===== config.mk =====
export PLATFORM = sky130hd
export DESIGN_NAME = axil_intr_responder
export DESIGN_NICKNAME = d
export VERILOG_FILES = /design/src/rtl/axil_intr_responder.sv
export SDC_FILE = /design/constraint.sdc
export NUM_CORES = 1
export LEC_CHECK = 0
export ABC_AREA = 1
export BUFFER_PORTS_ARGS = -buffer_cell sky130_fd_sc_hd__buf_2
export CAP_MARGIN = 20
export CORE_MARGIN = 2
export CORE_UTILIZATION = 31
export CTS_CLUSTER_SIZE = 24
export DETAILED_ROUTE_END_ITERATION = 10
export PLACE_DENSITY_LB_ADDON = 0.25
export SLEW_MARGIN = 20
export SYNTH_ARGS = -nofsm -noshare
export SYNTH_HDL_FRONTEND = slang
export SYNTH_SLANG_ARGS = --single-unit

===== constraint.sdc =====
create_clock -name ACLK -period 1.5 [get_ports ACLK]
set_clock_uncertainty 0.2 [all_clocks]
set_input_delay 0.15 -clock ACLK [delete_from_list [all_inputs] [get_ports ACLK]]
set_output_delay 0.15 -clock ACLK [all_outputs]
set_load 0.01 [all_outputs]

===== src/rtl/axil_intr_responder.sv =====
// rtl/axil_intr_responder.sv - AXI4-Lite interrupt register bank (GIE/IER/ISR/IAR/IPR) driving irq
module axil_intr_responder #(
    parameter int          C_S_AXI_DATA_WIDTH  = 32,
    parameter int          C_S_AXI_ADDR_WIDTH  = 5,
    parameter int          C_NUM_OF_INTR       = 1,
    parameter logic [31:0] C_INTR_SENSITIVITY  = 32'hFFFFFFFF,
    parameter logic [31:0] C_INTR_ACTIVE_STATE = 32'hFFFFFFFF,
    parameter int          C_IRQ_SENSITIVITY   = 1,
    parameter int          C_IRQ_ACTIVE_LEVEL  = 1
) (
    input  logic                          ACLK,
    input  logic                          ARESETN,
    input  logic [C_S_AXI_ADDR_WIDTH-1:0] S_AXI_AWADDR,
    input  logic [2:0]                    S_AXI_AWPROT,
    input  logic                          S_AXI_AWVALID,
    output logic                          S_AXI_AWREADY,
    input  logic [C_S_AXI_DATA_WIDTH-1:0] S_AXI_WDATA,
    input  logic [3:0]                    S_AXI_WSTRB,
    input  logic                          S_AXI_WVALID,
    output logic                          S_AXI_WREADY,
    output logic [1:0]                    S_AXI_BRESP,
    output logic                          S_AXI_BVALID,
    input  logic                          S_AXI_BREADY,
    input  logic [C_S_AXI_ADDR_WIDTH-1:0] S_AXI_ARADDR,
    input  logic [2:0]                    S_AXI_ARPROT,
    input  logic                          S_AXI_ARVALID,
    output logic                          S_AXI_ARREADY,
    output logic [C_S_AXI_DATA_WIDTH-1:0] S_AXI_RDATA,
    output logic [1:0]                    S_AXI_RRESP,
    output logic                          S_AXI_RVALID,
    input  logic                          S_AXI_RREADY,
    input  logic [C_NUM_OF_INTR-1:0]      intr_src,
    output logic                          irq
);

    localparam int AW = C_S_AXI_ADDR_WIDTH;
    localparam int N  = C_NUM_OF_INTR;
    localparam logic [N-1:0] SENS = C_INTR_SENSITIVITY[N-1:0];
    localparam logic [N-1:0] POL  = C_INTR_ACTIVE_STATE[N-1:0];
    localparam logic [1:0] RESP_OKAY   = 2'b00;
    localparam logic [1:0] RESP_SLVERR = 2'b10;

    logic          aw_ready_q, b_valid_q, ar_ready_q, r_valid_q;
    logic [1:0]    b_resp_q, r_resp_q;
    logic [31:0]   r_data_q;
    logic          gie;
    logic [N-1:0]  ier, isr, act_d;
    logic          irq_int, irq_int_d;

    logic          wr_fire, rd_fire, wr_mapped, rd_mapped;
    logic [31:0]   wr_word, rd_word, wmask, wdata_m, rd_val;
    logic [N-1:0]  act, set_vec, clr_vec;
    logic          irq_act;
    logic          unused_ok;

    assign wr_fire   = aw_ready_q & S_AXI_AWVALID & S_AXI_WVALID;
    assign rd_fire   = ar_ready_q & S_AXI_ARVALID;
    assign wr_word   = 32'(S_AXI_AWADDR[AW-1:2]);
    assign rd_word   = 32'(S_AXI_ARADDR[AW-1:2]);
    assign wr_mapped = wr_word < 32'd5;
    assign rd_mapped = rd_word < 32'd5;

    always_comb begin
        wmask = '0;
        for (int b = 0; b < 4; b++) wmask[8*b +: 8] = {8{S_AXI_WSTRB[b]}};
    end
    assign wdata_m = 32'(S_AXI_WDATA) & wmask;

    // Sources are normalised so that 1 always means "active"; history holds the normalised value.
    assign act     = ~(intr_src ^ POL);
    assign set_vec = (SENS & act & ~act_d) | (~SENS & act);
    assign clr_vec = (wr_fire && wr_word == 32'd3) ? wdata_m[N-1:0] : '0;

    always_comb begin
        rd_val = '0;
        case (rd_word)
            32'd0:   rd_val[0] = gie;
            32'd1:   rd_val    = 32'(ier);
            32'd2:   rd_val    = 32'(isr);
            32'd4:   rd_val    = 32'(isr & ier);
            default: rd_val    = '0;
        endcase
    end

    always_ff @(posedge ACLK or negedge ARESETN) begin
        if (!ARESETN) begin
            aw_ready_q <= 1'b0;
            b_valid_q  <= 1'b0;
            b_resp_q   <= RESP_OKAY;
            ar_ready_q <= 1'b0;
            r_valid_q  <= 1'b0;
            r_resp_q   <= RESP_OKAY;
            r_data_q   <= '0;
            gie        <= 1'b0;
            ier        <= '0;
            isr        <= '0;
            act_d      <= '0;
            irq_int    <= 1'b0;
            irq_int_d  <= 1'b0;
        end else begin
            aw_ready_q <= S_AXI_AWVALID & S_AXI_WVALID & ~b_valid_q & ~aw_ready_q;
            if (wr_fire) begin
                b_valid_q <= 1'b1;
                b_resp_q  <= wr_mapped ? RESP_OKAY : RESP_SLVERR;
                if (wr_word == 32'd0) gie <= (gie & ~wmask[0]) | wdata_m[0];
                if (wr_word == 32'd1) ier <= (ier & ~wmask[N-1:0]) | wdata_m[N-1:0];
            end else if (S_AXI_BREADY) begin
                b_valid_q <= 1'b0;
            end

            ar_ready_q <= S_AXI_ARVALID & ~r_valid_q & ~ar_ready_q;
            if (rd_fire) begin
                r_valid_q <= 1'b1;
                r_data_q  <= rd_val;
                r_resp_q  <= rd_mapped ? RESP_OKAY : RESP_SLVERR;
            end else if (S_AXI_RREADY) begin
                r_valid_q <= 1'b0;
            end

            // Set is applied after clear so a coincident source event wins.
            isr       <= (isr & ~clr_vec) | set_vec;
            act_d     <= act;
            irq_int   <= gie & |(isr & ier);
            irq_int_d <= irq_int;
        end
    end

    assign irq_act = (C_IRQ_SENSITIVITY != 0) ? irq_int : (irq_int & ~irq_int_d);
    assign irq     = (C_IRQ_ACTIVE_LEVEL != 0) ? irq_act : ~irq_act;

    assign S_AXI_AWREADY = aw_ready_q;
    assign S_AXI_WREADY  = aw_ready_q;
    assign S_AXI_BVALID  = b_valid_q;
    assign S_AXI_BRESP   = b_resp_q;
    assign S_AXI_ARREADY = ar_ready_q;
    assign S_AXI_RVALID  = r_valid_q;
    assign S_AXI_RRESP   = r_resp_q;
    assign S_AXI_RDATA   = C_S_AXI_DATA_WIDTH'(r_data_q);

    assign unused_ok = ^{S_AXI_AWPROT, S_AXI_ARPROT, S_AXI_AWADDR[1:0], S_AXI_ARADDR[1:0],
                         wdata_m, wr_word, rd_word};

endmodule

==> results of run 1 <==
kinds of logic after synthesis:
logic type	synth area share, %
and+or+nand+nor	22.1
AOI/OAI and AO/OA	2.80
DFF	37.3
buffers and inverters	37.3
other	0.466
final cells by class:
| type | count | area share, % |
|---|---|---|
| multi-input cells | 80 | 32.8 |
| flip-flops and latches | 12 | 30.2 |
| repair buffers | 37 | 25.1 |
| inverters | 12 | 4.52 |
| well taps | 30 | 3.77 |
| clock buffers | 4 | 3.64 |
critical path: cells and delay by family:
family,cells,cell delay (ns)
buf+inv,3,1.20
compound gates,1,0.11
layer usage:
layer / vias up / global-route usage [%] / routed length, um
met5: - / 0 / 0
met4: 0 / 2.44 / 0
met3: 0 / 2.42 / 136
met2: 32 / 17.5 / 743
met1: 280 / 11.3 / 570
li1: 330 / - / -
layout by cell type, fill, tap and decap left out, drive strengths merged:
master / Yosys / routed
conb: 1 / 33
nand2: 28 / 28
buf: 34 / 24
dlygate4sd3: 0 / 13
dfrtp: 12 / 12
inv: 12 / 12
nor2: 9 / 9
nand3: 4 / 4
clkbuf: 0 / 4
o21ai: 3 / 3
nor3: 1 / 1
and3: 1 / 1
o31ai: 1 / 1
timing repair:
action / CTS / global route
hold buffers: 12 / 1
gates resized for setup: 0 / 2
endpoints found under the setup margin: 0 / 1
hold endpoints to repair: 22 / 2
through the flow:
step | std cells | power (W) | area [um^2] | hold slack (ns)
2_1_floorplan | 138 | 0.000546 | 925 | -0.346
3_3_place_gp | 158 | 0.000545 | 827 | -0.162
3_5_place_dp | 158 | 0.000550 | 827 | -0.151
4_1_cts | 174 | 0.000835 | 983 | 0.00572
5_1_grt | 175 | 0.000896 | 996 | 0.00823
6_report | 175 | 0.000831 | 996 | 0.00491
report_power, final:
group | switching (W) | total, W | internal (W)
clock network | 0.000108 | 0.000255 | 0.000147
registers | 0.0000204 | 0.000376 | 0.000356
logic | 0.000117 | 0.000200 | 0.0000825
total | 0.000245 | 0.000831 | 0.000586
worst max path at each step:
stage	to	cells after the start	slack [ns]
2_1_floorplan	isr	5	0.37
3_3_place_gp	isr	5	0.35
3_5_place_dp	isr	5	0.35
4_1_cts	S_AXI_RVALID	3	0.02
5_1_grt	S_AXI_RDATA[0]	4	0.002
6_report	S_AXI_RVALID	4	0.04
==> metrics.cfg, run 1 <==
[clocking]
clk_path_buf_depth = 2
cts_buffers = 3
cts_tree = built
clock-root-buffer = clkbuf_4
clk_latency_ns = 0.27
post_cts_buffers = 0
path_clk_slew_ns = 0.08
ctsHtreeMaxLevel = 1
clkSinkCount = 12

[route]
vias = 642
drt-total-wl_mm = 1.45
viasPerCell = 3.67
wl_per_cell_um = 8.29
dr.pass1.iters = 4
drc_errors = 0
ant_nets = 0
drt_iter0_drc = 4

[sta]
setup_viol = 0
rsz0062_at_grt = false
fin_crit_sh_pct = 97.1
setup-tns-final_ns = 0
max_freq_ghz = 0.686
maxSlewViolCount = 0
finalHoldViolCount = 0
min_period_ns = 1.46
setup_slack_ns = 0.0432

[synth]
synth_top_area_cell = dfrtp_1
ys_ff_latch = 12
synth_edf_count = 0
yosysWarningCount = 0
synthesis.area_um2 = 805
synth_common_cells = 34 x buf_4, 28 x nand2_1, 12 x dfrtp_1, 12 x inv_1, 8 x nor2_1
ys_async_sr_fraction_pct = 100
yosysUniqueCellTypes = 14
syn_area_per_cell_um2 = 7.59
synth_most_common_cell = buf_4
syn_inst = 106
synth-main-ff-cell = dfrtp_1
synth_area_leaders = dfrtp_1 37%, buf_4 32%, nand2_1 13%
yosysTopAreaCellShare_pct = 37.3
ys_seq_area_share_pct = 37.3

[worst_setup_path]
crit_fanout = 1
crit_arrival_ns = 1.47
critical_path_class = input pin to register
setup.worst_path.end_class = register
reg2regPathDepth = 4
r2r_end = S_AXI_RDATA[0]
max_stage_delay_ns = 0.55
path_cells = dlygate4sd3_1 > buf_2 > o21ai_1 > dlygate4sd3_1
r2r-start = S_AXI_ARREADY
crit_top_cell = dlygate4sd3_1
cp-start-kind = input pin
cp_slowest_cell = dlygate4sd3_1
crit_required_ns = 1.51
critical_path.startpoint = S_AXI_RREADY
rrSetupSlack_ns = 0.05

[die]
pin_count = 102
die_w_um = 54.9
core_mm2 = 0.00248
dieHeight_um = 54.9
rows = 18
dieArea_mm2 = 0.00302
initial_core_util_pct = 32.5

[power_and_ir_drop]
powerDensity_mw_per_mm2 = 834
leakagePower_nw = 0.597
peakVddDrop_mv = 0.428

[worst_hold_path]
hp-class = input pin to register
min_from = S_AXI_AWADDR[2]
hold_depth = 4

[cells_and_area]
fill_cells = 268
layout-drive-gt1-share_pct = 21.4
num_antenna_cells = 0
regArea_um2 = 300
syn2layout_area_growth_pct = 23.8
fin_util_pct = 40.2
fin_nets = 206
multiInputGateArea_um2 = 327

[placement]
hpwl_mm = 1.07
gp_congestion = 0.654
place_ws_ns = 0.345
io_buffer_count = 24

[flow_run]
maxCapViolCount = 0

[global_route]
grt_pass1_vias = 530
grt_pass1_wl_mm = 2.11
gr-total-overflow = 0
grt_max_degree = 13
antenna_found_initial = 0
groute.usage.overall_pct = 9.66

[outcome]
status = complete, no violations

(Power assumes the default switching activity.)
==> run 2: changes to the inputs <==
ABC_AREA = 0   (was 1)
==> run 2 against run 1 <==
Effect of this change: global-route usage shrank 1.2 points; largest cell class unchanged; synthesized cell count shrank 24%; routed wire length shrank 16%; highest routed layer unchanged; hold slack gained 0.033 ns.
==> metrics.cfg, run 2 <==
[worst_setup_path]
crit_buf_inv = 0
reg2regPathDepth = 3
rrSetupSlack_ns = 0.09
path_delay_family = simple AND/OR/NAND/NOR gates
max_stage_delay_ns = 0.36
crit_arrival_ns = 1.37
critical_path_class = register to register
crit_fanout = 6
setup.worst_path.end_class = register
cp-start-kind = register
path_cells = nand3_2 > nor4_2 > mux2_1
r2r-start = S_AXI_AWREADY
crit_required_ns = 1.45
cp_slowest_cell = dfrtp_1

[placement]
gp_congestion = 0.612
hpwl_um = 990
io_buffer_count = 24

[flow_run]
maxCapViolCount = 0

[clocking]
ctsHtreeMaxLevel = 1
clock-root-buffer = clkbuf_4
cts_buffers = 3
cts_repair_resize_count = 0
cts_tree = built
clk_latency_ns = 0.27
clkSinkCount = 12
path_clk_slew_ns = 0.08
clk_path_buf_depth = 2
post_cts_buffers = 0

[sta]
setup_viol = 0
rsz0062_at_grt = false
maxSlewViolCount = 0
fin_crit_sh_pct = 94.1
finalHoldViolCount = 0
max_freq_ghz = 0.709
min_period_ns = 1.41
setup-tns-final_ns = 0

[worst_hold_path]
hold_end = S_AXI_RRESP[1]
hold_depth = 3
min_from = S_AXI_ARADDR[2]
hp-class = input pin to register

[power_and_ir_drop]
power_w = 0.000807
powerDensity_mw_per_mm2 = 848
leakagePower_nw = 0.518
peakVddDrop_mv = 0.296

[synth]
ys_async_sr_fraction_pct = 100
synthesis.area_um2 = 786
synth-main-ff-cell = dfrtp_1
ys_seq_area_share_pct = 38.2
syn_inst = 81
syn_area_per_cell_um2 = 9.70
synth_edf_count = 0
yosysUniqueCellTypes = 25
yosysWarningCount = 0
synth_most_common_cell = buf_4
yosysTopAreaCellShare_pct = 38.2
ys_ff_latch = 12
synth_top_area_cell = dfrtp_1
synth_common_cells = 34 x buf_4, 12 x dfrtp_1, 6 x nand2_1, 6 x o21ai_0, 3 x inv_1
synth_area_leaders = dfrtp_1 38%, buf_4 32%, o21ai_0 3.8%

[route]
dr.pass1.iters = 2
drt-total-wl_mm = 1.22
wl_per_cell_um = 8.22
drt_iter0_drc = 3
viasPerCell = 3.72
vias = 550
drc_errors = 0
ant_nets = 0

[outcome]
status = complete, no violations

[global_route]
grt_pass1_vias = 414
groute.usage.overall_pct = 8.41
grt_max_degree = 13
gr-total-overflow = 0
grt_pass1_wl_mm = 1.73
antenna_found_initial = 0

[cells_and_area]
fin_nets = 179
num_antenna_cells = 0
fill_cells = 267
final_cell_mix = 33 x conb_1, 24 x buf_2, 12 x dfrtp_1, 10 x dlygate4sd3_1
syn2layout_area_growth_pct = 21.2
mostFrequentLayoutCell = conb_1
layout-drive-gt1-share_pct = 30.5

[die]
rows = 18
dieHeight_um = 54.3
pin_count = 102
dieArea_mm2 = 0.00295
core_mm2 = 0.00243
initial_core_util_pct = 32.3
die_w_um = 54.3

-- run 2: cell count changes in the layout (fill, tap and decap cells not counted), moves of 2 or more --
cell / change
nand2_1: -21
dlygate4sd3_1: -3
nand3_1: -2
inv_1: -9
o21ai_0: +5
nor2_1: -7
-- run 2: logic make-up after synthesis --
group,Yosys count,share of synthesized area (%)
buffers and inverters,37,33.9
and+or+nand+nor,17,13.9
AOI/OAI and AO/OA,12,10.2
DFF,12,38.2
muxes,2,3.34
other,1,0.477
-- run 2: worst reg2reg max path: stages (launching register included) --
cell and delay (ns):
dfrtp_1 0.36, nand3_2 0.14, nor4_2 0.26, mux2_1 0.34
-- run 2: how the worst max path moves through the flow --
stage                        from        to  depth (start not counted)
floorplan           S_AXI_AWREADY  register                          3
global placement    S_AXI_AWREADY  register                          3
detailed placement  S_AXI_AWREADY  register                          3
CTS                 S_AXI_AWREADY  register                          3
global route        S_AXI_AWREADY  register                          3
finish              S_AXI_AWREADY  register                          3
-- run 2: area by class of cell --
| class | count | area, um^2 | area share [%] |
|---|---|---|---|
| multi-input cells | 64 | 339 | 35.6 |
| inverters | 3 | 11.3 | 1.18 |
| clock buffers | 4 | 36.3 | 3.81 |
| flip-flops and latches | 12 | 300 | 31.5 |
| repair buffers | 35 | 228 | 23.9 |
| well taps | 30 | 37.5 | 3.94 |
-- run 2: report_power, final --
part | switching [W] | total, W | internal (W)
clock | 0.000103 | 0.000250 | 0.000147
combinational | 0.000106 | 0.000183 | 0.0000766
sequential | 0.0000187 | 0.000374 | 0.000356
-- run 2: what timing repair did --
action | CTS | global route
hold endpoints to repair | 22 | 0
hold buffers | 10 | 0
setup endpoints to repair | 0 | 0
-- run 2: through the flow --
| step | cells | worst slack [ns] | hold WS, ns | area (um^2) | utilization (%) |
|---|---|---|---|---|---|
| 2_1_floorplan | 113 | 0.0554 | -0.346 | 906 | - |
| 3_3_place_gp | 134 | 0.0845 | -0.157 | 816 | 33.5 |
| 3_5_place_dp | 134 | 0.0739 | -0.156 | 816 | 33.5 |
| 4_1_cts | 148 | 0.0696 | 0.0311 | 952 | 39.1 |
| 5_1_grt | 148 | 0.0114 | 0.0511 | 952 | 39.1 |
| 6_report | 148 | 0.0892 | 0.0384 | 952 | 39.1 |
-- run 2: metal layers --
| metal | vias to the layer above | global-route usage, % | wire (um) |
|---|---|---|---|
| met2 | 31 | 12.4 | 558 |
| met4 | 0 | 6.25 | 0 |
| met5 | - | 0 | 0 |
| met1 | 243 | 10.3 | 532 |
| met3 | 0 | 2.46 | 126 |
| li1 | 276 | - | - |
